**config.mk**
```make
export PLATFORM = sky130hd
export DESIGN_NAME = spi_sensor_burst_reader
export DESIGN_NICKNAME = d
export VERILOG_FILES = /design/src/rtl/spi_sensor_burst_reader.sv
export SDC_FILE = /design/constraint.sdc
export NUM_CORES = 1
export LEC_CHECK = 0
export ABC_AREA = 1
export ABC_CLOCK_PERIOD_IN_PS = 1900
export BUFFER_PORTS_ARGS = -buffer_cell sky130_fd_sc_hd__buf_2
export CAP_MARGIN = 25
export CORE_ASPECT_RATIO = 0.75
export CORE_MARGIN = 1
export CORE_UTILIZATION = 50
export CTS_CLUSTER_SIZE = 16
export DETAILED_ROUTE_END_ITERATION = 8
export GPL_ROUTABILITY_DRIVEN = 0
export PLACE_DENSITY = 0.72
export SYNTH_ARGS = -nofsm -noshare
export SYNTH_HDL_FRONTEND = slang
export SYNTH_SLANG_ARGS = --single-unit
```
**constraint.sdc**
```tcl
create_clock -name clk_50 -period 1.9 [get_ports clk_50]
set_input_delay 0 -clock clk_50 [delete_from_list [all_inputs] [get_ports clk_50]]
set_output_delay 0 -clock clk_50 [all_outputs]
set_load 0.02 [all_outputs]
```
**src/rtl/spi_sensor_burst_reader.sv**
```systemverilog
// spi_sensor_burst_reader: SPI mode-0 burst reader assembling NUM_CH little-endian samples per transaction
module spi_sensor_burst_reader #(
  parameter int          CLK_DIV      = 4,
  parameter int          NUM_CH       = 3,
  parameter int          BYTES_PER_CH = 2,
  parameter int          SAMPLE_W     = 12,
  parameter logic [7:0]  READ_CMD     = 8'h0B,
  parameter logic [7:0]  START_ADDR   = 8'h0E,
  parameter int          PERIOD       = 5000
) (
  input  logic                       clk_50,
  input  logic                       reset,
  input  logic                       start,
  input  logic                       auto_en,
  input  logic                       MISO,
  output logic                       SCLK,
  output logic                       MOSI,
  output logic                       n_CS,
  output logic [NUM_CH*SAMPLE_W-1:0] ch_data,
  output logic                       data_valid,
  output logic                       busy,
  output logic [15:0]                frame_count,
  output logic [2:0]                 spi_state
);
  localparam int TOTAL_BITS = 8*(2+NUM_CH*BYTES_PER_CH);
  localparam int DATA_BITS  = 8*NUM_CH*BYTES_PER_CH;
  localparam int DW = $clog2(2*CLK_DIV);
  localparam int BW = $clog2(TOTAL_BITS);
  localparam int TW = $clog2(PERIOD+1);
  localparam logic [15:0] HDR = {READ_CMD, START_ADDR};

  typedef enum logic [2:0] {IDLE = 3'd0, SETUP = 3'd1, SHIFT = 3'd2, HOLD = 3'd3, GAP = 3'd4, DONE = 3'd5} state_t;
  state_t state, state_nxt;

  logic [DW-1:0]        div_cnt;
  logic [BW-1:0]        bit_cnt;
  logic [TW-1:0]        timer;
  logic [15:0]          tx_sr;
  logic [DATA_BITS-1:0] rx;
  logic [NUM_CH*SAMPLE_W-1:0] next_data;
  logic half_end, bit_end, last_bit, trigger;

  assign half_end = div_cnt == DW'(CLK_DIV-1);
  assign bit_end  = div_cnt == DW'(2*CLK_DIV-1);
  assign last_bit = bit_cnt == BW'(TOTAL_BITS-1);
  assign trigger  = start || (auto_en && timer == TW'(PERIOD-1));

  assign n_CS      = !(state == SETUP || state == SHIFT || state == HOLD);
  assign SCLK      = state == SHIFT && div_cnt >= DW'(CLK_DIV);
  assign MOSI      = (state == SETUP || state == SHIFT) && tx_sr[15];
  assign busy      = state != IDLE;
  assign spi_state = state;

  always_comb begin
    state_nxt = state;
    case (state)
      IDLE:    state_nxt = trigger ? SETUP : IDLE;
      SETUP:   state_nxt = half_end ? SHIFT : SETUP;
      SHIFT:   state_nxt = bit_end && last_bit ? HOLD : SHIFT;
      HOLD:    state_nxt = half_end ? GAP : HOLD;
      GAP:     state_nxt = half_end ? DONE : GAP;
      DONE:    state_nxt = IDLE;
      default: state_nxt = IDLE;
    endcase
  end

  always_ff @(posedge clk_50 or negedge reset)
    if (!reset) state <= IDLE;
    else state <= state_nxt;

  // rx is the shadow buffer: the first data byte ends up in its top byte
  for (genvar c = 0; c < NUM_CH; c++) begin : g_ch
    for (genvar b = 0; b < SAMPLE_W; b++) begin : g_bit
      assign next_data[c*SAMPLE_W+b] = rx[DATA_BITS-8-8*(c*BYTES_PER_CH+b/8)+b%8];
    end
  end

  always_ff @(posedge clk_50 or negedge reset)
    if (!reset) begin
      div_cnt     <= '0;
      bit_cnt     <= '0;
      timer       <= '0;
      tx_sr       <= '0;
      rx          <= '0;
      ch_data     <= '0;
      data_valid  <= 1'b0;
      frame_count <= '0;
    end else begin
      div_cnt     <= (state == IDLE || state == DONE || (state == SHIFT ? bit_end : half_end)) ? '0 : div_cnt + 1'b1;
      bit_cnt     <= state != SHIFT ? '0 : bit_end ? bit_cnt + 1'b1 : bit_cnt;
      timer       <= (state == IDLE && auto_en && !trigger) ? timer + 1'b1 : '0;
      tx_sr       <= state == IDLE ? HDR : (state == SHIFT && bit_end) ? {tx_sr[14:0], 1'b0} : tx_sr;
      rx          <= (state == SHIFT && half_end) ? {rx[DATA_BITS-2:0], MISO} : rx;
      ch_data     <= state == DONE ? next_data : ch_data;
      data_valid  <= state == DONE;
      frame_count <= state == DONE ? frame_count + 1'b1 : frame_count;
    end
endmodule

```
==> flow_summary.ini, run 1 <==
[synthesis]
synth_compound_gate_area_share_pct = 9.376
synthArstFlopShare_pct = 100.0
netlist_top_cells_area = dfrtp_1 60%, nand2_1 11%, o21ai_0 6.5%
sequential_element_share_of_the_synthesized_area_pct = 60.09
synthesis.area_mm2 = 0.005872
synthCells = 638
yosysWarningCount = 0
netlist_top_cells_count = 166 x nand2_1, 141 x dfrtp_1, 78 x inv_1
dominantRegCellSynth = dfrtp_1
post_synthesis_share_of_cell_area_spent_on_xor_and_xnor_gates_pct = 2.685
post_synthesis_area_per_instance_um2 = 9.204
synthSimpleGateAreaFrac_pct = 19.31
ys_ff_latch = 141
post-synth-top-count-cell = nand2_1
mappedNetlistNets = 649
synth_top_family_by_area = simple AND/OR/NAND/NOR gates
synth_fa_ha_area_share_pct = 1.278
synth_largest_area_cell = dfrtp_1
edff_count_synth = 0
yosys-mux-area-fraction_pct = 0
post-synth-top-area-fraction_pct = 60.09
synth.distinct_cells = 33

[timing]
finClkSkew_ns = 0.01183
maxSlewViolCount = 0
grt_setup_unrepaired = false
post-route-min-period_ns = 1.744
fin_worst_setup_slack_ns = 0.1556
setup_violations = 0
maxSlewHeadroom_pct = 59.30
timing.setup.tns_ns = 0
final-hold-violation-count = 0
worst-slew-pin-transition_ns = 0.6105
achievable-frequency_mhz = 573.3
fin_crit_sh_pct = 91.81

[detailed_routing]
avgRoutedWirePerCell_um = 13.04
routed_wl_um = 11450
viasPerCell = 4.904
firstDrtPassIters = 5
count_of_vias_placed_by_the_detailed_router = 4306
antenna_violating_nets_post_route = 0
drtIter0Drc = 282
post-route-drc-count = 0

[power_and_ir_drop]
p_clk_share_pct = 52.6
power_per_cell_area_mw_per_mm2 = 931.3
power.sequential.fraction_pct = 46.1
pint_mw = 5.238
static-leakage-power_nw = 3.481
netSwitchingPower_mw = 1.303
comb_power_share_pct = 1.3
worst_ir_drop_on_vdd_mv = 0.5391
p_sw_share_pct = 19.91

[critical_path]
critPathKind = reg -> reg
critical_path_required_time_ns = 2.19
slowest_cell_on_the_critical_path = dfrtp_1
startpoint_type = register
worst-path-max-fanout = 39
cp_top_family = simple AND/OR/NAND/NOR gates
critical-path-max-stage-delay_ns = 0.47
end_kind = register
worst_ep_arrival_time_ns = 2.03
critical_path.cell_chain = nor2_4, nand2_4, inv_2, nand2_2, buf_12, nand2_1, o21ai_0
crit_buf_inv = 2

[cells_and_area]
antenna-diode-count = 0
finalNonFillerCells = 878
final_layout_size_suffix_gt1_share_pct = 16.09
fin_nets = 721
final_util_pct = 62.76
synthToLayoutAreaGrowth_pct = 19.60

[cts]
ctsRootBufferMaster = clkbuf_16
h_tree_lvl_count = 4
clkTransAtPathRegs_ns = 0.06
tritoncts = yes
clock_tree.buffer_depth = 2
clock_sinks = 141
clkLatencyLatePin_ns = 0.42
cts_inserted_buffers = 17

[place]
detailed_place_hpwl_um = 7502
port-buffer-count = 64
placed_cells = 845
pre_cts_ws_ns = 0.1882

[min_path]
hold_path.class = in -> reg

[die]
dieHeight_um = 95.85
die_w_um = 127.1
core-area_mm2 = 0.01119
fp-row-count = 33
initial_utilization_pct = 52.48
pin_count = 65
design.die.area_mm2 = 0.01219

[grt]
first_global_vias = 4150
grt_pass1_wl_um = 19310
antenna_found_initial = 0
grt_start_max_net_pins = 65
overflow_after_grt = 0
grt.total_usage_pct = 20.48

[flow_run]
max-cap-violations = 0

[outcome]
run_status = complete, no violations
[routing by layer]
metal  wire length (um)  GRT usage [%]  vias to the layer above
met5                  0              0                        -
met2               5345          32.14                       95
met4                125          8.929                        0
met1               5428          27.49                     2037
met3                551          4.947                       13
li1                   -              -                     2161
[path summary, 6_finish.rpt]
| check | from | endpoint | slack, ns | depth (start not counted) |
|---|---|---|---|---|
| max | spi_state[2] | rx[10] | 0.16 | 7 |
| min | auto_en | timer[12] | 0.05 | 4 |
| max reg2reg | spi_state[2] | rx[10] | 0.16 | 7 |
| min reg2reg | div_cnt[0] | div_cnt[0] | 0.44 | 1 |
| max in group asynchronous | reset | rx[29] | 1.08 | 3 |
| min in group asynchronous | reset | frame_count[11] | 0.14 | 2 |
[logic make-up after synthesis]
group / after synthesis
adders and majority gates: 6
DFF: 141
xor gates and xnor gates: 18
AOI/OAI and AO/OA: 102
and+or+nand+nor: 267
buffers and inverters: 104
[tightest hold or removal path: cells and delay by family]
kind,cells,cell delay (ns)
buf+inv,1,0.11
simple gates,3,0.31
[power groups by stage]
stage	Sequential, mW	Clock, mW	Combinational [mW]
5_1_grt	3.01	3.63	0.102
3_3_place_gp	3.07	0	0.0841
2_1_floorplan	3.07	0	0.00879
3_5_place_dp	3.07	0	0.0862
4_1_cts	3.02	3.51	0.0923
6_report	3.02	3.44	0.0868
[sequential cells by signal, summed over array words and instances, names as in the netlist]
register	flops
rx	48
ch_data	36
frame_count	16
tx_sr	15
timer	13
bit_cnt	6
div_cnt	3
spi_state	3
data_valid	1
[final cells by class]
class                           count  area, um2
Sequential cell                   141       3528
Inverter                           83      311.5
Fill cell                         923       4167
Tap cell                          157      196.4
Multi-Input combinational cell    393       1917
Clock buffer                       18      439.2
Timing Repair Buffer               74      459.2
Clock inverter                     12      171.4
[stage by stage]
step                      hold slack (ns)  power (mW)  cell area, um2
after floorplan                   -0.2956       3.078            5872
after CTS                         0.04101       6.619            7023
after detailed placement          0.03263       3.155            6382
after global placement            0.02995       3.153            6382
final                             0.04840       6.541            7023
after global routing              0.06106       6.747            7023
[layout by cell type (no fill, tap or decap), drive strengths merged, types with 2 or more instances in the layout]
cell type	synthesis	final
o22ai	6	6
nand2	168	168
nand3	26	26
o21ai	78	78
buf	14	71
a22oi	4	4
bufinv	0	4
dfrtp	141	141
dlygate4sd3	0	3
xor2	10	10
nand3b	2	2
clkinv	1	6
clkinvlp	0	3
xnor2	8	8
a21oi	10	10
nor3	5	5
nor2	53	53
nand4	12	12
clkbuf	7	18
inv	82	82
ha	6	6
[repair_timing]
action,4_1_cts,5_1_grt
hold endpoints to repair,77,0
hold buffers,3,0
resized for setup,0,0
setup buffers,0,0
Note: power is estimated with default switching activity, not from simulation.
==> run 2: changes to the inputs <==
--- a/config.mk
+++ b/config.mk
@@ -11,11 +11,11 @@
 export CAP_MARGIN = 25
 export CORE_ASPECT_RATIO = 0.75
 export CORE_MARGIN = 1
-export CORE_UTILIZATION = 50
+export CORE_UTILIZATION = 45
 export CTS_CLUSTER_SIZE = 16
 export DETAILED_ROUTE_END_ITERATION = 8
 export GPL_ROUTABILITY_DRIVEN = 0
-export PLACE_DENSITY = 0.72
+export PLACE_DENSITY = 0.66
 export SYNTH_ARGS = -nofsm -noshare
 export SYNTH_HDL_FRONTEND = slang
 export SYNTH_SLANG_ARGS = --single-unit
==> flow_summary.ini, run 2 (synthesized netlist as in run 1, its figures left out) <==
[detailed_routing]
post-route-drc-count = 0
viasPerCell = 4.813
drtIter0Drc = 243
firstDrtPassIters = 4
routed_wl_um = 11240
count_of_vias_placed_by_the_detailed_router = 4274
antenna_violating_nets_post_route = 0
avgRoutedWirePerCell_um = 12.66

[power_and_ir_drop]
worst_ir_drop_on_vdd_mv = 0.6085
static-leakage-power_nw = 3.509
power_per_cell_area_mw_per_mm2 = 985.4

[critical_path]
startpoint_type = register
timing.critical_path.from = spi_state[0]
critical_path.endpoint = MOSI
worstReg2RegEnd = tx_sr[4]
critical_path.cell_chain = inv_1, nor3_1, o21a_1, buf_2
critical_path_required_time_ns = 1.90
regToRegStartpoint = div_cnt[0]
critPathKind = reg -> out
r2r_setup_slack_ns = 0.31
worst_ep_arrival_time_ns = 1.66
critical-path-max-stage-delay_ns = 0.46
slowest_cell_on_the_critical_path = dfrtp_1
end_kind = output port
worst-path-max-fanout = 7
worstRegToRegCells = 7

[die]
design.die.area_mm2 = 0.01351
core-area_mm2 = 0.01248
pin_count = 65
fp-row-count = 35
die_w_um = 133.9
dieHeight_um = 100.9
initial_utilization_pct = 47.05

[cts]
clock_tree.buffer_depth = 2
h_tree_lvl_count = 4
cts_hold_repair.buffers = 3
clkLatencyLatePin_ns = 0.41
tritoncts = yes
count_of_buffers_added_by_post_cts_timing_repair_for_setup = 0
clkTransAtPathRegs_ns = 0.06
cts_inserted_buffers = 17
post_cts.resized_instances = 0
clock_sinks = 141
ctsRootBufferMaster = clkbuf_16

[cells_and_area]
antenna-diode-count = 0
n_fill_cell = 1089
largest_register_ffs = 48
register_containing_the_most_flip_flops_in_the_final_layout = rx
mostFrequentLayoutCells = 166 x nand2_1, 141 x dfrtp_1, 78 x inv_1
final_layout_size_suffix_gt1_share_pct = 16.20
fin_nets = 720
synthToLayoutAreaGrowth_pct = 21.03
mostFrequentLayoutCell = nand2_1
largest_registers = rx (48), ch_data (36), frame_count (16)

[min_path]
hold_path.class = in -> reg
min_path_cells = 4

[timing]
fin_crit_sh_pct = 87.21
timing.setup.tns_ns = 0
post-route-min-period_ns = 1.657
setup_violations = 0
final-hold-violation-count = 0
achievable-frequency_mhz = 603.5
worst-slew-pin-transition_ns = 0.4758
finClkSkew_ns = 0.006993
maxSlewViolCount = 0
grt_setup_unrepaired = false
maxSlewHeadroom_pct = 68.28
hold_slack_ns = 0.03290

[grt]
grt_start_max_net_pins = 90
grt_pass1_wl_um = 18890
first_global_vias = 4084
grt.total_usage_pct = 18.00
antenna_found_initial = 0
overflow_after_grt = 0

[place]
detailed_place_hpwl_um = 7322
port-buffer-count = 64

[flow_run]
max-cap-violations = 0

[outcome]
run_status = complete, no violations
run 2: cell types whose count changed in the layout (fill, tap and decap cells not counted), sizes merged:
cell    delta
clkinv     -2
buf        -1
bufinv     +3
inv        +1
run 2: worst min path at each step:
stage | startpoint | endpoint | slack [ns]
detailed placement | reset | frame_count[10] | -0.04
floorplan | reset | bit_cnt[0] | -0.30
global placement | reset | frame_count[13] | -0.04
finish | auto_en | timer[2] | 0.03
global route | auto_en | timer[2] | 0.06
CTS | auto_en | timer[2] | 0.02
run 2: routing by layer:
layer	global-route usage, %	share of wire [%]	vias up
met4	6.818	0.88	0
met1	23.32	49	2030
met3	4.776	3.2	8
met5	0	0	-
met2	29.10	47	72
li1	-	-	2164
run 2: critical path, delay by kind of cell, from the launching register on:
family                 cells  cell delay [ns]
and+or+nand+nor            1             0.30
AOI/OAI and AO/OA          1             0.20
DFF                        1             0.46
buffers and inverters      2             0.28
run 2: metrics by stage:
step / cells / util (%) / worst slack [ns] / cell area, um2 / total power, mW
after detailed placement: 853 / 51.07 / 0.3278 / 6374 / 3.156
after floorplan: 638 / - / 0.4160 / 5872 / 3.078
after global routing: 888 / 56.94 / 0.1449 / 7107 / 7.226
final: 888 / 56.94 / 0.2430 / 7107 / 7.003
after CTS: 888 / 56.94 / 0.2134 / 7107 / 7.085
after global placement: 853 / 51.07 / 0.3456 / 6374 / 3.154
run 2: area by class of cell:
cell class                 instances  area, um2  area share, %
sequential                       141       3528          49.65
multi-input combinational        393       1917          26.97
clock buffer                      18      439.2          6.180
timing repair buffer              73      439.2          6.180
inverter                          83      311.5          4.384
clock inverter                    14      264.0          3.715
tap                              166      207.7          2.923
run 2: power breakdown:
part | switching (mW) | internal (mW) | total (mW)
combinational | 0.0666 | 0.0205 | 0.0871
clock | 1.27 | 2.63 | 3.90
sequential | 0.00376 | 3.01 | 3.02
total | 1.34 | 5.67 | 7.00
